--- config.mk ---
export PLATFORM = sky130hd
export DESIGN_NAME = memtrace_replay_sched
export DESIGN_NICKNAME = d
export VERILOG_FILES = /design/src/rtl/memtrace_replay_sched.sv
export SDC_FILE = /design/constraint.sdc
export NUM_CORES = 1
export LEC_CHECK = 0
export ABC_CLOCK_PERIOD_IN_PS = 13400
export CELL_PAD_IN_SITES_DETAIL_PLACEMENT = 1
export CELL_PAD_IN_SITES_GLOBAL_PLACEMENT = 2
export CORE_MARGIN = 8
export CORE_UTILIZATION = 32
export DETAILED_ROUTE_END_ITERATION = 10
export GPL_ROUTABILITY_DRIVEN = 1
export GPL_TIMING_DRIVEN = 0
export PLACE_DENSITY_LB_ADDON = 0.1
export SYNTH_ARGS = -nofsm -noshare
export SYNTH_HDL_FRONTEND = slang
export SYNTH_SLANG_ARGS = --single-unit
--- constraint.sdc ---
create_clock -name clock -period 13.4 [get_ports clock]
set_clock_uncertainty 0.05 [all_clocks]
set_input_delay 4.02 -clock clock [delete_from_list [all_inputs] [get_ports clock]]
set_output_delay 4.02 -clock clock [all_outputs]
set_load 0.03 [all_outputs]
--- src/rtl/memtrace_replay_sched.sv ---
// Replay scheduler: pops {cycle, address} trace entries, holds each until the replay
// counter reaches its timestamp, then issues it as a memory request with bounded inflight.
module memtrace_replay_sched #(
  parameter int ADDR_W       = 64,
  parameter int CYCLE_W      = 64,
  parameter int MAX_INFLIGHT = 8,
  parameter int QUIET_CYCLES = 16,
  localparam int CNT_W       = $clog2(MAX_INFLIGHT + 1)
) (
  input  logic               clock,
  input  logic               reset,
  input  logic               start,
  input  logic               trace_read_valid,
  output logic               trace_read_ready,
  input  logic [CYCLE_W-1:0] trace_read_cycle,
  input  logic [ADDR_W-1:0]  trace_read_address,
  output logic               mem_req_valid,
  input  logic               mem_req_ready,
  output logic [ADDR_W-1:0]  mem_req_addr,
  input  logic               mem_resp_valid,
  output logic [CYCLE_W-1:0] now_cycle,
  output logic [CNT_W-1:0]   inflight,
  output logic [31:0]        late_count,
  output logic               busy,
  output logic               done,
  output logic               err_underflow
);

  localparam int QW = $clog2(QUIET_CYCLES + 1);

  typedef enum logic [2:0] {
    S_IDLE,
    S_FETCH,
    S_WAIT,
    S_ISSUE,
    S_DRAIN,
    S_DONE
  } state_t;

  state_t             state_q, state_d;
  logic [CYCLE_W-1:0] now_cycle_q, now_cycle_d;
  logic [CNT_W-1:0]   inflight_q, inflight_d;
  logic [31:0]        late_count_q, late_count_d;
  logic [QW-1:0]      quiet_q, quiet_d;
  logic [CYCLE_W-1:0] entry_cycle_q, entry_cycle_d;
  logic [ADDR_W-1:0]  entry_addr_q, entry_addr_d;
  logic               err_underflow_q, err_underflow_d;
  logic               fire;
  logic               late_hit;

  // On-time issue lands one cycle after the timestamp (WAIT sees the match, ISSUE follows),
  // so only fires beyond entry_cycle+1 count as late. Extra bit avoids wrap in the sum.
  assign late_hit = {1'b0, now_cycle_q} > ({1'b0, entry_cycle_q} + (CYCLE_W + 1)'(1));

  always_comb begin
    state_d          = state_q;
    now_cycle_d      = now_cycle_q;
    inflight_d       = inflight_q;
    late_count_d     = late_count_q;
    quiet_d          = quiet_q;
    entry_cycle_d    = entry_cycle_q;
    entry_addr_d     = entry_addr_q;
    err_underflow_d  = err_underflow_q;
    trace_read_ready = 1'b0;
    mem_req_valid    = 1'b0;
    fire             = 1'b0;

    if (state_q != S_IDLE && state_q != S_DONE) begin
      now_cycle_d = now_cycle_q + CYCLE_W'(1);
    end

    case (state_q)
      S_IDLE, S_DONE: begin
        if (start) begin
          state_d         = S_FETCH;
          now_cycle_d     = '0;
          late_count_d    = '0;
          quiet_d         = '0;
          err_underflow_d = 1'b0;
        end
      end
      S_FETCH: begin
        trace_read_ready = 1'b1;
        if (trace_read_valid) begin
          entry_cycle_d = trace_read_cycle;
          entry_addr_d  = trace_read_address;
          quiet_d       = '0;
          state_d       = S_WAIT;
        end else begin
          quiet_d = quiet_q + QW'(1);
          if (quiet_q == QW'(QUIET_CYCLES - 1)) begin
            state_d = S_DRAIN;
          end
        end
      end
      S_WAIT: begin
        if (now_cycle_q >= entry_cycle_q) begin
          state_d = S_ISSUE;
        end
      end
      S_ISSUE: begin
        mem_req_valid = (inflight_q < CNT_W'(MAX_INFLIGHT));
        fire          = mem_req_valid && mem_req_ready;
        if (fire) begin
          state_d = S_FETCH;
          if (late_hit && (late_count_q != '1)) begin
            late_count_d = late_count_q + 32'd1;
          end
        end
      end
      S_DRAIN: begin
        if (inflight_q == '0) begin
          state_d = S_DONE;
        end
      end
      default: state_d = S_IDLE;
    endcase

    // Responses retire in every state; one arriving with nothing outstanding is flagged
    // and otherwise ignored.
    if (mem_resp_valid && (inflight_q == '0)) begin
      err_underflow_d = 1'b1;
      if (fire) begin
        inflight_d = inflight_q + CNT_W'(1);
      end
    end else if (fire && !mem_resp_valid) begin
      inflight_d = inflight_q + CNT_W'(1);
    end else if (!fire && mem_resp_valid) begin
      inflight_d = inflight_q - CNT_W'(1);
    end
  end

  always_ff @(posedge clock or posedge reset) begin
    if (reset) begin
      state_q         <= S_IDLE;
      now_cycle_q     <= '0;
      inflight_q      <= '0;
      late_count_q    <= '0;
      quiet_q         <= '0;
      entry_cycle_q   <= '0;
      entry_addr_q    <= '0;
      err_underflow_q <= 1'b0;
    end else begin
      state_q         <= state_d;
      now_cycle_q     <= now_cycle_d;
      inflight_q      <= inflight_d;
      late_count_q    <= late_count_d;
      quiet_q         <= quiet_d;
      entry_cycle_q   <= entry_cycle_d;
      entry_addr_q    <= entry_addr_d;
      err_underflow_q <= err_underflow_d;
    end
  end

  assign mem_req_addr  = entry_addr_q;
  assign now_cycle     = now_cycle_q;
  assign inflight      = inflight_q;
  assign late_count    = late_count_q;
  assign busy          = (state_q != S_IDLE) && (state_q != S_DONE);
  assign done          = (state_q == S_DONE);
  assign err_underflow = err_underflow_q;

endmodule

==> metrics.log, run 1 <==
[metrics] result of the run: finished clean
[metrics] Setup Viol. Count Final: 0
[metrics] First-pass DRT Iterations: 4
[metrics] beginning of the worst register-to-register path: entry_cycle_q[7]$_DFFE_PP0P_
[metrics] post-DP HPWL: 39900 um
[metrics] clock insertion delay at the later pin of the skew report: 0.53 ns
[metrics] accumulated negative setup slack: 0 ns
[metrics] utilization after layout: 0.431
[metrics] Post-CTS Setup Repair Bufs: 0
[metrics] count of distinct cell types in the synthesized netlist: 79
[metrics] Least-Margin Pin Slew: 1.31 ns
[metrics] root buffer selected by CTS: sky130_fd_sc_hd__clkbuf_16
[metrics] sum of routed wire length over all layers: 51700 um
[metrics] total die area: 0.0525 sq mm
[metrics] fmax: 0.143 GHz
[metrics] width of the die: 229 um
[metrics] commonest cells in the netlist: sky130_fd_sc_hd__dfrtp_1, sky130_fd_sc_hd__nand2_1, sky130_fd_sc_hd__ha_1
[metrics] ant diodes: 0
[metrics] average cell area after synthesis: 9.46 sq um
[metrics] # rows: 78
[metrics] Max IR drop VDD: 0.130 mV
[metrics] Critical Path Max Stage Delay: 0.78 ns
[metrics] nature of the critical path startpoint: flop
[metrics] vias per std cell: 5.18
[metrics] hold_sp: quiet_q[4]$_DFFE_PP0P_
[metrics] number of enable-type register cells in the synthesized netlist: 0
[metrics] register-to-register setup slack: 7.02 ns
[metrics] startpoint of the most critical setup path: state_q[1]$_DFFE_PP0P_
[metrics] min Tclk post-route: 6.99 ns
[metrics] post-route clock period utilization: 0.521
[metrics] number of clock sinks: 237
[metrics] area fraction of the dominant cell type after synthesis: 0.408
[metrics] maximum number of pins on one net before global-route repair: 112
[metrics] Max-slew headroom: 0.130
[metrics] count of warnings emitted by yosys: 0
[metrics] FF-to-FF End: late_count[19]$_DFFE_PP0P_
[metrics] clock tree from TritonCTS: yes
[metrics] most frequently used cell type in the post-synthesis netlist: sky130_fd_sc_hd__dfrtp_1
[metrics] growth of design area from synthesis to finish: 33.8%
[metrics] vias in the first global route: 14126
[metrics] net count of the finished layout: 2145
[metrics] total of cells resized after clock tree synthesis: 0
[metrics] number of cell instances on the worst register-to-register path: 19
[metrics] fraction of layout instances using a drive strength above 1: 0.0805
[metrics] worst min-delay path endpoint: quiet_q[4]$_DFFE_PP0P_
[metrics] core area: 0.0451 sq mm
[metrics] Switching Share: 0.415
[metrics] switching power total: 1.53 mW
[metrics] first-pass GRT wire length: 82400 um
[metrics] critical path class: flop to primary output
[metrics] class of the worst hold path: flop to flop
[metrics] hold buffer count at CTS: 0
[metrics] Detail Route Antenna Nets: 0
[metrics] worst setup margin: 6.41 ns
[metrics] Mapped Area: 0.0145 sq mm
[metrics] most used flip-flop cell after synthesis: sky130_fd_sc_hd__dfrtp_1
[metrics] data required time at the worst endpoint: 9.33 ns
[metrics] library cell with the largest summed area after synthesis: sky130_fd_sc_hd__dfrtp_1
[metrics] H-tree depth: 2
[metrics] starting density of the core: 0.322
[metrics] Overall Power: 3.68 mW
[metrics] final RePlAce weighted congestion: 0.831
[metrics] number of placed I/O pins: 303
[metrics] async set-or-reset flop fraction in the synthesized netlist: 1.00
[metrics] DR DRC count: 0
[metrics] Synth area leaders: sky130_fd_sc_hd__dfrtp_1, sky130_fd_sc_hd__ha_1, sky130_fd_sc_hd__mux2_2
[metrics] First DRT Iteration DRCs: 475
[metrics] Gate power share: 0.450
[metrics] Static Leakage: 8.30 nW
[metrics] # Max-Cap Violations: 0
[metrics] maximum fanout along the worst path: 10
[metrics] total overflow reported by the global router: 0
[metrics] Worst Hold Path Cells: 2
[metrics] clock edge transition at the registers on the reported setup and hold paths: 0.06 ns
[metrics] wire per inst: 20.7 um
[metrics] count of final max-slew check failures: 0
[metrics] count of state elements after synthesis: 237
[metrics] master of the slowest instance on the critical path: sky130_fd_sc_hd__clkdlybuf4s50_1
[metrics] most common cell type on the critical path: sky130_fd_sc_hd__clkbuf_1
[metrics] cells along the critical path: clkbuf_1, nor2_1, inv_1, clkbuf_1, clkdlybuf4s50_1
[metrics] clock tree buffer depth: 3
[metrics] arrival time reported for the critical path endpoint: 2.92 ns
[metrics] power density over the cells: 189 mW/mm^2
[metrics] sequential group share of total power: 0.310
[metrics] sequential area share after synthesis: 0.408
[metrics] final-report hold violation count: 0
[metrics] pre-CTS WS: 6.32 ns
[metrics] kind of end point of the critical path: primary output
[metrics] count of port buffers added during placement: 301
[metrics] Tot GR Track Use: 0.195
[metrics] internal power consumption: 2.15 mW
[metrics] synthesized net count: 1806
[metrics] setup repair after global routing missed its margin: no
[metrics] share of power burned in the clock network: 0.240
[metrics] synthesized instance count: 1537
[metrics] clock buffers created by TritonCTS: 34
[metrics] number of antenna violations at the first check in global routing: 1
[metrics] height of the chip: 229 um
[metrics] Via Count: 12959
[worst max-delay path: cells and delay by family, from the launching register on]
family	cells	cell delay (ns)
buffers and inverters	4	1.77
flip-flops	1	0.39
AND/OR/NAND/NOR	1	0.21
[power by group through the flow]
stage | clock, mW | sequential (mW) | combinational, mW
final | 0.883 | 1.14 | 1.66
after global routing | 0.941 | 1.18 | 1.82
after CTS | 0.917 | 1.14 | 1.68
after detailed placement | 0 | 1.15 | 1.67
after global placement | 0 | 1.14 | 1.64
after floorplan | 0 | 1.36 | 0.797
[registers in the layout, summed over array words and instances, names as in the netlist]
| register | cells |
|---|---|
| mem_req_addr | 64 |
| inflight | 4 |
| late_count | 32 |
| err_underflow | 1 |
| quiet_q | 5 |
| entry_cycle_q | 64 |
| state_q | 3 |
| now_cycle | 64 |
[layer usage]
| metal | up-vias | GRT usage | wire, um |
|---|---|---|---|
| li1 | 6216 | - | - |
| met5 | - | 0 | 13 |
| met1 | 6467 | 0.249 | 23200 |
| met4 | 2 | 0.0518 | 1070 |
| met2 | 220 | 0.332 | 25100 |
| met3 | 54 | 0.0408 | 2380 |
[metrics by stage]
| step | cells | area [sq um] | hold slack [ns] |
|---|---|---|---|
| after floorplan | 1537 | 14500 | 0.400 |
| after global placement | 2438 | 18300 | 0.414 |
| after detailed placement | 2440 | 18400 | 0.424 |
| after CTS | 2500 | 19400 | 0.436 |
| after global routing | 2500 | 19400 | 0.474 |
| final | 2500 | 19400 | 0.437 |
[worst max-delay path by stage]
stage / to / slack (ns) / depth (start not counted)
after floorplan: entry_cycle_q[0]$_DFFE_PP0P_ / 2.83 / 1
after global placement: mem_req_addr[18]$_DFFE_PP0P_ / -1.30 / 2
after detailed placement: late_count[4]$_DFFE_PP0P_ / 6.32 / 10
after CTS: busy / 6.36 / 5
after global routing: busy / 6.21 / 5
final: busy / 6.41 / 5
[layout make-up]
type | instances | area (sq um)
timing repair buffer | 303 | 3070
clock buffer | 49 | 998
buffer | 49 | 238
clock inverter | 11 | 86.3
inverter | 94 | 365
sequential | 237 | 5930
multi-input combinational | 1157 | 8010
tap | 600 | 751
fill | 5188 | 25600
[logic make-up after synthesis]
| kind of cell | synth area share |
|---|---|
| buffers and inverters | 0.0410 |
| muxes | 0.0696 |
| AOI/OAI and AO/OA | 0.121 |
| DFF | 0.408 |
| xor gates and xnor gates | 0.0482 |
| and+or+nand+nor | 0.196 |
| adders and majority gates | 0.116 |
[cell usage in the layout (no fill, tap or decap), types with 7 or more instances in the layout]
| cell | netlist | layout |
|---|---|---|
| sky130_fd_sc_hd__clkdlybuf4s50_1 | 0 | 301 |
| sky130_fd_sc_hd__dfrtp_1 | 237 | 237 |
| sky130_fd_sc_hd__nand2_1 | 188 | 188 |
| sky130_fd_sc_hd__ha_1 | 135 | 135 |
| sky130_fd_sc_hd__o21ai_0 | 119 | 119 |
| sky130_fd_sc_hd__nand3_1 | 94 | 94 |
| sky130_fd_sc_hd__inv_1 | 92 | 91 |
| sky130_fd_sc_hd__nor2_1 | 75 | 75 |
| sky130_fd_sc_hd__xnor2_1 | 73 | 73 |
| sky130_fd_sc_hd__mux2_2 | 65 | 65 |
| sky130_fd_sc_hd__nand4_1 | 63 | 63 |
| sky130_fd_sc_hd__a21oi_1 | 56 | 56 |
| sky130_fd_sc_hd__clkbuf_1 | 29 | 36 |
| sky130_fd_sc_hd__clkbuf_16 | 0 | 35 |
| sky130_fd_sc_hd__and3_1 | 31 | 31 |
| sky130_fd_sc_hd__nor3_1 | 29 | 29 |
| sky130_fd_sc_hd__mux2i_1 | 28 | 28 |
| sky130_fd_sc_hd__o211ai_1 | 21 | 21 |
| sky130_fd_sc_hd__nor4_1 | 15 | 15 |
| sky130_fd_sc_hd__a21o_1 | 14 | 14 |
| sky130_fd_sc_hd__o31ai_1 | 14 | 14 |
| sky130_fd_sc_hd__and2_1 | 11 | 11 |
| sky130_fd_sc_hd__and4_1 | 11 | 11 |
| sky130_fd_sc_hd__or3_1 | 10 | 10 |
| sky130_fd_sc_hd__buf_1 | 9 | 9 |
| sky130_fd_sc_hd__nor2b_1 | 9 | 9 |
| sky130_fd_sc_hd__clkbuf_8 | 1 | 8 |
| sky130_fd_sc_hd__clkinv_2 | 0 | 8 |
| sky130_fd_sc_hd__xor2_1 | 7 | 7 |
| sky130_fd_sc_hd__o21a_1 | 7 | 7 |
Power figures use the tool's default switching activity.
==> run 2: changes to the inputs <==
ABC_CLOCK_PERIOD_IN_PS = 6500   (was 13400)
clock period = 6.5 ns   (was 13.4 ns; I/O delays follow)
==> metrics.log, run 2 (same netlist as run 1, synthesis figures left out) <==
[metrics] DR DRC count: 0 (unchanged)
[metrics] core area: 0.0451 sq mm (unchanged)
[metrics] Max IR drop VDD: 0.213 mV (was 0.130 mV)
[metrics] total die area: 0.0525 sq mm (unchanged)
[metrics] hold_sp: quiet_q[4]$_DFFE_PP0P_ (unchanged)
[metrics] starting density of the core: 0.322 (unchanged)
[metrics] result of the run: finished clean (unchanged)
[metrics] power density over the cells: 388 mW/mm^2 (was 189 mW/mm^2)
[metrics] min Tclk post-route: 6.00 ns
[metrics] fraction of layout instances using a drive strength above 1: 0.0846 (was 0.0805)
[metrics] accumulated negative setup slack: 0 ns (unchanged)
[metrics] beginning of the worst register-to-register path: entry_cycle_q[0]$_DFFE_PP0P_ (was entry_cycle_q[7]$_DFFE_PP0P_)
[metrics] count of port buffers added during placement: 301 (unchanged)
[metrics] H-tree depth: 1 (was 2)
[metrics] # rows: 78 (unchanged)
[metrics] clock tree buffer depth: 3 (unchanged)
[metrics] Tot GR Track Use: 0.192 (was 0.195)
[metrics] pre-CTS WS: -0.0740 ns (was 6.32 ns)
[metrics] data required time at the worst endpoint: 6.95 ns (was 9.33 ns)
[metrics] Post-CTS Setup Repair Bufs: 0 (unchanged)
[metrics] non-filler cells, final: 2504 (was 2500)
[metrics] first-pass GRT wire length: 81800 um (was 82400 um)
[metrics] Least-Margin Pin Slew: 1.30 ns (was 1.31 ns)
[metrics] post-DP HPWL: 40200 um (was 39900 um)
[metrics] Critical Path Max Stage Delay: 0.68 ns (was 0.78 ns)
[metrics] worst setup margin: 0.505 ns (was 6.41 ns)
[metrics] # Max-Cap Violations: 0 (unchanged)
[metrics] register-to-register setup slack: 0.50 ns (was 7.02 ns)
[metrics] cells along the critical path: ha_1, nand3_1, or4_1, buf_2, nor2_1, and2_1, nand3_1, nor3_1, xnor2_1, ha_1, a21o_1, a21o_1, a221oi_1, o2111ai_1, nand2_1, clkbuf_8, o21ai_2, o211ai_1 (was clkbuf_1, nor2_1, inv_1, clkbuf_1, clkdlybuf4s50_1)
[metrics] kind of end point of the critical path: flop (was primary output)
[metrics] final-report hold violation count: 0 (unchanged)
[metrics] maximum fanout along the worst path: 10 (unchanged)
[metrics] hold buffer count at CTS: 0 (unchanged)
[metrics] critical path class: flop to flop (was flop to primary output)
[metrics] First DRT Iteration DRCs: 500 (was 475)
[metrics] class of the worst hold path: flop to flop (unchanged)
[metrics] commonest non-fill, non-tap cell in the layout: sky130_fd_sc_hd__clkdlybuf4s50_1 (unchanged)
[metrics] nature of the critical path startpoint: flop (unchanged)
[metrics] setup repair after global routing missed its margin: no (unchanged)
[metrics] number of cell instances on the worst register-to-register path: 18 (was 19)
[metrics] clock buffers created by TritonCTS: 31 (was 34)
[metrics] FF-to-FF End: late_count[4]$_DFFE_PP0P_ (was late_count[19]$_DFFE_PP0P_)
[metrics] net count of the finished layout: 2147 (was 2145)
[metrics] growth of design area from synthesis to finish: 34.5% (was 33.8%)
[metrics] number of placed I/O pins: 303 (unchanged)
[metrics] Setup Viol. Count Final: 0 (unchanged)
[metrics] First-pass DRT Iterations: 4 (unchanged)
[metrics] Via Count: 12947 (was 12959)
[metrics] clock edge transition at the registers on the reported setup and hold paths: 0.07 ns (was 0.06 ns)
[metrics] number of antenna violations at the first check in global routing: 0 (was 1)
[metrics] Detail Route Antenna Nets: 0 (unchanged)
[metrics] number of clock sinks: 237 (unchanged)
[metrics] master of the slowest instance on the critical path: sky130_fd_sc_hd__a221oi_1 (was sky130_fd_sc_hd__clkdlybuf4s50_1)
[metrics] fmax: 0.167 GHz
[metrics] clock insertion delay at the later pin of the skew report: 0.58 ns (was 0.53 ns)
[metrics] most frequent cells in the layout: sky130_fd_sc_hd__clkdlybuf4s50_1, sky130_fd_sc_hd__dfrtp_1, sky130_fd_sc_hd__nand2_1, sky130_fd_sc_hd__ha_1, sky130_fd_sc_hd__o21ai_0 (unchanged)
[metrics] Placed Cells incl. Taps: 2445 (was 2440)
[metrics] total overflow reported by the global router: 0 (unchanged)
[metrics] arrival time reported for the critical path endpoint: 6.44 ns (was 2.92 ns)
[metrics] worst min-delay path endpoint: quiet_q[4]$_DFFE_PP0P_ (unchanged)
[metrics] sum of routed wire length over all layers: 51100 um (was 51700 um)
[metrics] vias in the first global route: 14189 (was 14126)
[metrics] count of final max-slew check failures: 0 (unchanged)
[metrics] smallest hold slack: 0.445 ns (was 0.437 ns)
[metrics] maximum number of pins on one net before global-route repair: 37 (was 112)
[metrics] Max-slew headroom: 0.127 (was 0.130)
[metrics] clock tree from TritonCTS: yes (unchanged)
[metrics] root buffer selected by CTS: sky130_fd_sc_hd__clkbuf_16 (unchanged)
[metrics] final RePlAce weighted congestion: 0.801 (was 0.831)
[metrics] Overall Power: 7.60 mW (was 3.68 mW)
[metrics] vias per std cell: 5.17 (was 5.18)
[metrics] height of the chip: 229 um (unchanged)
[metrics] width of the die: 229 um (unchanged)
[metrics] Static Leakage: 8.34 nW (was 8.30 nW)
[metrics] wire per inst: 20.4 um (was 20.7 um)
[metrics] post-route clock period utilization: 0.922
[metrics] Worst Hold Path Cells: 2 (unchanged)
run 2: critical path, delay by kind of cell, from the launching register on:
family | cells | cell delay, ns
AO/OA/AOI/OAI | 6 | 1.80
flip-flops | 1 | 0.45
XOR/XNOR | 1 | 0.18
AND/OR/NAND/NOR | 7 | 2.37
buffers and inverters | 2 | 0.50
adder cells (fa/ha/maj) | 2 | 0.53
run 2: area by class of cell:
cell class	count	area, sq um
Buffer	49	238
Multi-Input combinational cell	1157	8020
Clock buffer	41	883
Tap cell	600	751
Antenna cell	1	2.50
Sequential cell	237	5930
Timing Repair Buffer	308	3150
Clock inverter	17	213
Fill cell	5166	25500
Inverter	94	362
run 2: routing by layer:
layer,vias to the layer above,GRT usage,part of all wire
li1,6233,-,-
met4,0,0.0488,0.027
met1,6418,0.248,0.45
met5,-,0,0
met2,224,0.328,0.48
met3,72,0.0336,0.040
run 2: what timing repair did:
| item | 4_1_cts | 5_1_grt |
|---|---|---|
| endpoints found under the setup margin | 9 | 12 |
| gates cloned | 0 | 0 |
| gates resized for setup | 1 | 1 |
run 2: where the power goes:
part	total [mW]	leakage (nW)	switching, mW	internal, mW
Sequential	2.35	3.04	0.400	1.95
Clock	1.84	0.526	0.723	1.11
Combinational	3.41	4.77	2.02	1.38
Total	7.60	8.34	3.15	4.45
run 2: worst max path at each step:
stage / cells past startpoint / start / end / slack (ns)
finish: 18 / entry_cycle_q[0]$_DFFE_PP0P_ / late_count[4]$_DFFE_PP0P_ / 0.50
global route: 18 / entry_cycle_q[24]$_DFFE_PP0P_ / late_count[19]$_DFFE_PP0P_ / 0.04
CTS: 18 / entry_cycle_q[24]$_DFFE_PP0P_ / late_count[19]$_DFFE_PP0P_ / 0.32
detailed placement: 18 / entry_cycle_q[24]$_DFFE_PP0P_ / late_count[19]$_DFFE_PP0P_ / -0.07
global placement: 2 / reset / mem_req_addr[13]$_DFFE_PP0P_ / -0.95
floorplan: 1 / reset / entry_cycle_q[0]$_DFFE_PP0P_ / 1.39
run 2: through the flow:
| step | util | cell area (sq um) |
|---|---|---|
| 4_1_cts | 0.433 | 19500 |
| 6_report | 0.434 | 19600 |
| 3_5_place_dp | 0.409 | 18400 |
| 2_1_floorplan | - | 14500 |
| 5_1_grt | 0.434 | 19600 |
| 3_3_place_gp | 0.406 | 18300 |
